===== src/rtl/counter_run_arbiter_if.sv =====
// ============================================================================
// Module      : counter_run_arbiter_if
// Description : Requester handshake and counter-configuration bundle for
//               counter_run_arbiter.
// Revision    : 1.0 - initial release
// ============================================================================
`default_nettype none

interface counter_run_arbiter_if #(
    parameter int WIDTH = 32,
    parameter int NREQ  = 4
);
    logic [NREQ-1:0]       req_valid;
    logic [NREQ-1:0]       req_ready;
    logic [NREQ*WIDTH-1:0] req_start;
    logic [NREQ*WIDTH-1:0] req_end;
    logic [NREQ*WIDTH-1:0] req_step;
    logic                  pause;
    logic [NREQ-1:0]       done;
    logic                  done_err;
    logic                  busy;
    logic                  cnt_clr;
    logic                  cnt_en;
    logic [WIDTH-1:0]      cnt_startNum;
    logic [WIDTH-1:0]      cnt_endNum;
    logic [WIDTH-1:0]      cnt_step;
    logic                  cnt_overflow;

    // Arbiter side
    modport slave (
        input  req_valid, req_start, req_end, req_step, pause, cnt_overflow,
        output req_ready, done, done_err, busy, cnt_clr, cnt_en,
               cnt_startNum, cnt_endNum, cnt_step
    );

    // Requester / counter side
    modport master (
        output req_valid, req_start, req_end, req_step, pause, cnt_overflow,
        input  req_ready, done, done_err, busy, cnt_clr, cnt_en,
               cnt_startNum, cnt_endNum, cnt_step
    );
endinterface

`default_nettype wire


===== src/rtl/counter_run_arbiter.sv =====
// ============================================================================
// Module      : counter_run_arbiter
// Description : Round-robin scheduler sharing one counter between NREQ
//               requesters; each grant programs and sequences a full run.
// Revision    : 1.0 - initial release
// ============================================================================
`default_nettype none

module counter_run_arbiter #(
    parameter int WIDTH   = 32,
    parameter int NREQ    = 4,
    parameter int TIMEOUT = 1024
) (
    input  wire logic            clk,
    input  wire logic            rst,
    counter_run_arbiter_if.slave bus
);

    localparam int                 c_IDXW    = $clog2(NREQ);
    localparam int                 c_BEATW   = $clog2(TIMEOUT + 1);
    localparam logic [c_IDXW-1:0]  c_LAST    = c_IDXW'(NREQ - 1);
    localparam logic [c_BEATW-1:0] c_TIMEOUT = c_BEATW'(TIMEOUT);

    typedef enum logic [1:0] {
        S_IDLE = 2'd0,
        S_LOAD = 2'd1,
        S_RUN  = 2'd2,
        S_DONE = 2'd3
    } state_t;

    state_t              r_state;
    state_t              w_state_nxt;
    logic [c_IDXW-1:0]   r_rr_ptr;
    logic [c_IDXW-1:0]   r_grant;
    logic [WIDTH-1:0]    r_start;
    logic [WIDTH-1:0]    r_end;
    logic [WIDTH-1:0]    r_step;
    logic [c_BEATW-1:0]  r_beat;
    logic                r_err;

    logic [c_IDXW-1:0]   w_pick;
    logic                w_any;
    logic [NREQ-1:0]     w_ready;
    logic [NREQ-1:0]     w_done;
    logic                w_done_err;
    logic                w_clr;
    logic                w_en;
    logic                w_hs;

    // First valid requester at or after the rotating pointer; scanning the
    // offsets downward lets the smallest offset win.
    always_comb begin : p_pick
        int idx;
        w_pick = r_rr_ptr;
        w_any  = 1'b0;
        for (int k = NREQ - 1; k >= 0; k--) begin
            idx = int'(r_rr_ptr) + k;
            if (idx >= NREQ) begin
                idx = idx - NREQ;
            end
            if (bus.req_valid[idx]) begin
                w_pick = c_IDXW'(idx);
                w_any  = 1'b1;
            end
        end
    end

    always_comb begin : p_fsm
        w_state_nxt = r_state;
        w_ready     = '0;
        w_done      = '0;
        w_done_err  = 1'b0;
        w_clr       = 1'b0;
        w_en        = 1'b0;
        case (r_state)
            S_IDLE: begin
                if (w_any) begin
                    w_ready     = NREQ'(1) << w_pick;
                    w_state_nxt = S_LOAD;
                end
            end
            S_LOAD: begin
                w_clr       = 1'b1;
                w_state_nxt = S_RUN;
            end
            S_RUN: begin
                w_en = ~bus.pause & ~bus.cnt_overflow;
                if (bus.cnt_overflow) begin
                    w_state_nxt = S_DONE;
                end else if (!bus.pause && r_beat == c_TIMEOUT) begin
                    w_state_nxt = S_DONE;
                end
            end
            S_DONE: begin
                w_done      = NREQ'(1) << r_grant;
                w_done_err  = r_err;
                w_state_nxt = S_IDLE;
            end
            default: w_state_nxt = S_IDLE;
        endcase
    end

    assign w_hs = (r_state == S_IDLE) && w_any;

    always_ff @(posedge clk or posedge rst) begin
        if (rst) begin
            r_state  <= S_IDLE;
            r_rr_ptr <= '0;
            r_grant  <= '0;
            r_start  <= '0;
            r_end    <= '0;
            r_step   <= '0;
            r_beat   <= '0;
            r_err    <= 1'b0;
        end else begin
            r_state <= w_state_nxt;
            if (w_hs) begin
                r_grant <= w_pick;
                r_start <= bus.req_start[int'(w_pick)*WIDTH +: WIDTH];
                r_end   <= bus.req_end[int'(w_pick)*WIDTH +: WIDTH];
                r_step  <= bus.req_step[int'(w_pick)*WIDTH +: WIDTH];
            end
            // Saturate at TIMEOUT so the compare stays valid for any width.
            if (r_state == S_LOAD) begin
                r_beat <= '0;
            end else if (w_en && r_beat != c_TIMEOUT) begin
                r_beat <= r_beat + c_BEATW'(1);
            end
            if (r_state == S_RUN && w_state_nxt == S_DONE) begin
                r_err <= ~bus.cnt_overflow;
            end
            if (r_state == S_DONE) begin
                r_rr_ptr <= (r_grant == c_LAST) ? '0 : r_grant + c_IDXW'(1);
            end
        end
    end

    // Ready is combinational on req_valid, so it is masked while reset is held.
    assign bus.req_ready    = w_ready & {NREQ{~rst}};
    assign bus.done         = w_done;
    assign bus.done_err     = w_done_err;
    assign bus.busy         = (r_state != S_IDLE);
    assign bus.cnt_clr      = w_clr;
    assign bus.cnt_en       = w_en;
    assign bus.cnt_startNum = r_start;
    assign bus.cnt_endNum   = r_end;
    assign bus.cnt_step     = r_step;

endmodule

`default_nettype wire


===== src/flat_wrapper.sv =====
// flat-port wrapper written by rule: the top's interface ports become plain ports
module counter_run_arbiter_flat 
#(
    parameter int WIDTH   = 32,
    parameter int NREQ    = 4,
    parameter int TIMEOUT = 1024
)
  (clk, rst, bus_req_valid, bus_req_start, bus_req_end, bus_req_step, bus_pause, bus_cnt_overflow, bus_req_ready, bus_done, bus_done_err, bus_busy, bus_cnt_clr, bus_cnt_en, bus_cnt_startNum, bus_cnt_endNum, bus_cnt_step);
  counter_run_arbiter_if #(.WIDTH(WIDTH), .NREQ(NREQ)) bus_i ();
  input  wire logic clk;
  input  wire logic rst;
  input wire logic [$bits(bus_i.req_valid)-1:0] bus_req_valid;
  input wire logic [$bits(bus_i.req_start)-1:0] bus_req_start;
  input wire logic [$bits(bus_i.req_end)-1:0] bus_req_end;
  input wire logic [$bits(bus_i.req_step)-1:0] bus_req_step;
  input wire logic [$bits(bus_i.pause)-1:0] bus_pause;
  input wire logic [$bits(bus_i.cnt_overflow)-1:0] bus_cnt_overflow;
  output wire logic [$bits(bus_i.req_ready)-1:0] bus_req_ready;
  output wire logic [$bits(bus_i.done)-1:0] bus_done;
  output wire logic [$bits(bus_i.done_err)-1:0] bus_done_err;
  output wire logic [$bits(bus_i.busy)-1:0] bus_busy;
  output wire logic [$bits(bus_i.cnt_clr)-1:0] bus_cnt_clr;
  output wire logic [$bits(bus_i.cnt_en)-1:0] bus_cnt_en;
  output wire logic [$bits(bus_i.cnt_startNum)-1:0] bus_cnt_startNum;
  output wire logic [$bits(bus_i.cnt_endNum)-1:0] bus_cnt_endNum;
  output wire logic [$bits(bus_i.cnt_step)-1:0] bus_cnt_step;
  assign bus_i.req_valid = bus_req_valid;
  assign bus_i.req_start = bus_req_start;
  assign bus_i.req_end = bus_req_end;
  assign bus_i.req_step = bus_req_step;
  assign bus_i.pause = bus_pause;
  assign bus_i.cnt_overflow = bus_cnt_overflow;
  assign bus_req_ready = bus_i.req_ready;
  assign bus_done = bus_i.done;
  assign bus_done_err = bus_i.done_err;
  assign bus_busy = bus_i.busy;
  assign bus_cnt_clr = bus_i.cnt_clr;
  assign bus_cnt_en = bus_i.cnt_en;
  assign bus_cnt_startNum = bus_i.cnt_startNum;
  assign bus_cnt_endNum = bus_i.cnt_endNum;
  assign bus_cnt_step = bus_i.cnt_step;
  counter_run_arbiter #(.WIDTH(WIDTH), .NREQ(NREQ), .TIMEOUT(TIMEOUT)) u_core (.clk(clk), .rst(rst), .bus(bus_i));
endmodule

===== config.mk =====
export PLATFORM = sky130hd
export DESIGN_NAME = counter_run_arbiter_flat
export DESIGN_NICKNAME = d
export VERILOG_FILES = /design/src/rtl/counter_run_arbiter_if.sv /design/src/rtl/counter_run_arbiter.sv /design/src/flat_wrapper.sv
export SDC_FILE = /design/constraint.sdc
export NUM_CORES = 1
export LEC_CHECK = 0
export CAP_MARGIN = 20
export CORE_AREA = 2 2 195 197
export DETAILED_ROUTE_END_ITERATION = 16
export DIE_AREA = 0 0 197 199
export PLACE_DENSITY = 0.53
export SLEW_MARGIN = 20
export SYNTH_ARGS = -nofsm -noshare
export SYNTH_HDL_FRONTEND = slang
export SYNTH_SLANG_ARGS = --single-unit
export TNS_END_PERCENT = 30

===== constraint.sdc =====
create_clock -name clk -period 8.6 [get_ports clk]
set_input_delay 1.72 -clock clk [delete_from_list [all_inputs] [get_ports clk]]
set_output_delay 1.72 -clock clk [all_outputs]
set_load 0.01 [all_outputs]

# --- Yosys cells after proc, flatten, opt, wreduce, memory -nomap -nowiden ---
# Cells that the tools add are included.
# Widths: inputs -> output; s select.
op_classes:
  n_addsub: 9
  order_cmp: 8
  muxes: 37
  n_eq_ne: 7
  shifts: 5
  bitwise: 5
  reduce_logical: 8
ops:
  columns: ["op", "n"]
  rows:
  - ["$shiftx 128x8->32", 3]
  - ["$lt 32x4->1 const B", 4]
  - ["$mux 32", 4]
  - ["$ge 32x4->1 const B", 3]
  - ["$sub 32x4->32 const B", 3]
  - ["$mux 11", 2]
  - ["$mux 2", 8]
  - ["$mux 1", 15]
  - ["$mux 4", 3]
  - ["$add 11x1->11 const B", 1]
  - ["$eq 11x11->1 const B", 1]
  - ["$ne 11x11->1 const B", 1]
  - ["$bmux 1 s2", 4]
  - ["$eq 2x2->1 const B", 4]
  - ["$pmux 2 s4", 1]
  - ["$shl 1x2->4 const A", 2]
  - ["$add 2x2->3 const B", 2]
  - ["$and 4x4->4", 1]
  - ["$logic_and 1x1->1", 4]
  - ["$reduce_bool 2->1", 2]
  - ["$sub 2x3->4 const B", 1]
  - ["$add 2x1->3 const B", 1]
  - ["$ge 2x3->1 const B", 1]
  - ["$not 1->1", 3]
  - ["other kinds (5)", 5]
totals:
  reg_bits: 114
  word_cells: 87
  in_bits: 392
  out_inout_bits: 108

# --- Longest topological paths before layout ---
logic_depth:
  ltp_word: 14
  ltp_mapped: 9
  mapped_depth_nobuf: 7

# --- Least setup slack after synthesis ---
# No wires, ideal clock.
synth_timing:
  kind: "input-to-output"
  start: "in rst"
  end: "out bus_req_ready[0]"
  required_ns: 6.880
  arrival_ns: 4.610
  n_path_buf: 0
  setup_slack_ns: 2.270
  stages: 2
  path_cell_list: "inv_1 and3_1"
synth_via:
  elab_chain_len: 2
synth_lines:
  columns: ["item", "line", "source"]
  rows:
  - ["start, declared", "flat_wrapper.sv:11", "input wire logic rst;"]
  - ["$not 1->1", "counter_run_arbiter.sv:139", "assign bus.req_ready = w_ready & {NREQ{~rst}};"]
  - ["$and 4x4->4", "counter_run_arbiter.sv:139", null]
  - ["end, declared", "flat_wrapper.sv:18", "output wire logic [$bits(bus_i.req_ready)-1:0] bus_req_ready;"]
# No other way between the ends.

# --- Worst setup path in the final report ---
layout_timing:
  start: "in bus_req_valid[1]"
  end: "out bus_req_ready[2]"
layout_via:
  elab_chain_len: 11
  word_cells_on_any_way: 24
  cone_classes: "1 x shift; 22 x mux; 1 x bitwise"
layout_lines:
  columns: ["item", "line", "source"]
  rows:
  - ["start, declared", "flat_wrapper.sv:12", "input wire logic [$bits(bus_i.req_valid)-1:0] bus_req_valid;"]
  - ["$bmux 1 s2", "counter_run_arbiter.sv:61", "if (bus.req_valid[idx]) begin"]
  - ["$mux 1 (not written as such) (2 in a row)", "counter_run_arbiter.sv:61", null]
  - ["$mux 2 (4 in a row)", "counter_run_arbiter.sv:61", null]
  - ["$shl 1x2->4", "counter_run_arbiter.sv:78", "w_ready = NREQ'(1) << w_pick;"]
  - ["$mux 4 *", "counter_run_arbiter.sv:77", "if (w_any) begin"]
  - ["$mux 4 *", "counter_run_arbiter.sv:75", "case (r_state)"]
  - ["$and 4x4->4 *", "counter_run_arbiter.sv:139", null]
# Every way passes the cells marked *; elsewhere a longest branch is shown, timed or not. The select of a mux whose other input is x is not followed.

==> flow_summary_export.csv <==
group,metric,value,unit
timing,finalMaxSlewViolations,0,
detailed_routing,route.vias.total,9445,
floorplanning,rows,71,
status,status,"finished, final reports clean",
detailed_routing,viasPerCell,5.38,
finish,drive_above_1_share,6.65,%
clock_tree,ctsHoldBuffers,0,
finish,area_delta_synth_final,70.1,%
placed_design,globalplace.congestion,0.797,
clock_tree,clk_latency,440,ps
timing,rsz0062_at_grt,"no",
clock_tree,cts_tree,"built",
setup_path,arrival,4370,ps
global_routing,grt_usage,21.3,%
timing,min_period,6090,ps
timing,worstMarginPinSlew,1060,ps
global_routing,grt_pass1_wl,62.3,mm
setup_path,required,6880,ps
pwr,p_switching,1.84,mW
yosys,synth_fp_nets,1252,
pwr,power.static_leakage,5.16,nW
setup_path,cp-start-kind,"input port",
pwr,powerDensity,312,mW/mm^2
finish,layout.cells.non_filler,1755,
yosys,ys_async_sr_fraction,100,%
clock_tree,cts_root_buf,"clkbuf_16",
floorplanning,core-area,0.0371,sq mm
setup_path,worst_setup_path_end_kind,"output port",
yosys,synth_top_area_share,34.9,%
global_routing,antenna_found_initial,4,
yosys,synth_cells,849,
timing,post-route-period-util,70.8,%
timing,finalSetupViolations,0,
global_routing,grt_pass1_vias,9592,
yosys,netlist_top_cells_count,"dfrtp_1, nand4_1, o22a_1, a221o_1, o31ai_1",
yosys,netlist_area,0.00818,sq mm
timing,relSlewSlack,28.9,%
timing,timing.fmax,164,MHz
floorplanning,io_pins,500,
timing,finalHoldViolCount,0,
global_routing,grt.overflow.total,0,
global_routing,grt_max_degree,82,
detailed_routing,drt_iter0_drc,480,
detailed_routing,firstDrtPassIters,5,
finish,num-nets-final,1669,
detailed_routing,routed_wl,43.2,mm
yosys,syn_area_per_cell,9.63,sq um
run,cap_violations,0,
clock_tree,post_cts_buffers,0,
clock_tree,cts_sinks,114,
yosys,yosysMostFrequentCell,"dfrtp_1",
yosys,yosys_warnings,0,
pwr,irDropWorstVdd,0.138,mV
clock_tree,post_cts_resize_count,0,
timing,skew,11.4,ps
clock_tree,numCtsBuffers,17,
yosys,ys_seq_area_share,34.9,%
timing,tns,0,ps
placed_design,place_hpwl,29.7,mm
pwr,p_int,2.51,mW
clock_tree,path_clk_slew,60,ps
detailed_routing,wire_per_inst,24.6,um
floorplanning,fp.dieW,197,um
placed_design,dp_cells,1721,
floorplanning,start_util,22.0,%
detailed_routing,drc_errors,0,
pwr,p_seq_share,22.3,%
setup_path,critical_path.max_fanout,16,
detailed_routing,final_antenna_net_count,0,
yosys,ys_types,58,
clock_tree,clock_path_buffers,2,
yosys,synth_edf_count,0,
yosys,synth_largest_area_cell,"dfrtp_1",
hold_path,hold_class,"reg2reg",
pwr,switching_share,42.3,%
clock_tree,cts_max_level,4,
yosys,synth.area.top_cells,"dfrtp_1, a221o_1, o22a_1, o31ai_1, nand4_1",
pwr,pwr-share-comb,59.7,%
pwr,clock_power_share,18.0,%
yosys,synth_seq_cells,114,
placed_design,io_buffer_count,499,
floorplanning,die_y,199,um
floorplanning,die_area,0.0392,sq mm
setup_path,critical_path_class,"in2out",
yosys,ys.flop_type,"dfrtp_1",
==> per-layer routing <==
metal | wire [um] | GRT usage, %
met1 | 17500 | 26.1
met3 | 3560 | 6.53
met4 | 741 | 5.74
met2 | 21300 | 36.2
met5 | 23 | 0
==> power groups by stage <==
stage | sequential, mW | clock (mW) | combinational [mW]
floorplan | 1.04 | 0 | 1.43
global placement | 0.965 | 0 | 2.61
detailed placement | 0.975 | 0 | 2.62
CTS | 0.968 | 0.802 | 2.63
global route | 1.00 | 0.827 | 2.78
finish | 0.968 | 0.783 | 2.59
==> through the flow <==
step / cell area, sq um / hold WS [ps] / util (%) / power (mW) / setup WS (ps)
2_1_floorplan: 8180 / 452 / - / 2.47 / 2270
6_report: 13900 / 484 / 37.4 / 4.34 / 2510
3_5_place_dp: 13300 / 477 / 35.7 / 3.60 / 2460
4_1_cts: 13900 / 491 / 37.4 / 4.40 / 2450
3_3_place_gp: 13300 / 477 / 35.7 / 3.57 / 2510
5_1_grt: 13900 / 508 / 37.4 / 4.61 / 2360
==> registers in the layout, summed over array words and instances, names as in the netlist <==
name,count
u_core.r_grant,2
u_core.r_state,2
u_core.r_beat,11
u_core.bus.cnt_endNum,32
u_core.r_err,1
u_core.r_rr_ptr,2
u_core.bus.cnt_step,32
u_core.bus.cnt_startNum,32
==> cell type report <==
cell class	instances	area, sq um
Tap cell	474	593
Multi-Input combinational cell	601	4630
Timing Repair Buffer	518	5140
Clock inverter	13	185
Inverter	14	55.1
Sequential cell	114	2850
Antenna cell	2	5.00
Fill cell	3765	23200
Clock buffer	19	443
==> path summary, 6_finish.rpt <==
path                                         start                           to  slack [ps]  cells after the start
max in group asynchronous                      rst  u_core.bus.cnt_startNum[11]        5610                      4
worst min-delay path                  u_core.r_err                 u_core.r_err         480                      1
worst min register to register        u_core.r_err                 u_core.r_err         480                      1
min in group asynchronous                      rst     u_core.bus.cnt_endNum[0]        1660                      2
worst max register to register  u_core.r_rr_ptr[1]       u_core.bus.cnt_step[8]        5170                      6
worst max-delay path              bus_req_valid[1]             bus_req_ready[2]        2510                      6
==> logic make-up after synthesis <==
family | share of synthesized area (%)
AO/OA/AOI/OAI | 40.8
XOR/XNOR | 1.07
adder cells (fa/ha/maj) | 1.68
buffers and inverters | 9.27
flip-flops | 34.9
multiplexers | 0.275
AND/OR/NAND/NOR | 12.0
==> worst max-delay path: stages <==
cell and delay [ps]:
clkdlybuf4s50_1 800, and2b_1 260, a31oi_2 190, nand3_2 470
and3_1 400, clkdlybuf4s50_1 510
==> cell usage in the layout, fill, tap and decap left out, types with 6 or more instances in the layout <==
cell	n
nand4_1	98
and3_1	6
inv_1	11
xor2_1	6
a221o_1	96
clkdlybuf4s50_1	499
nand2_1	10
a21oi_1	93
a21oi_2	8
ha_1	11
dfrtp_1	114
o22a_1	97
o31ai_1	94
buf_4	19
nor2_1	14
clkbuf_16	17
Power figures use the tool's default switching activity.
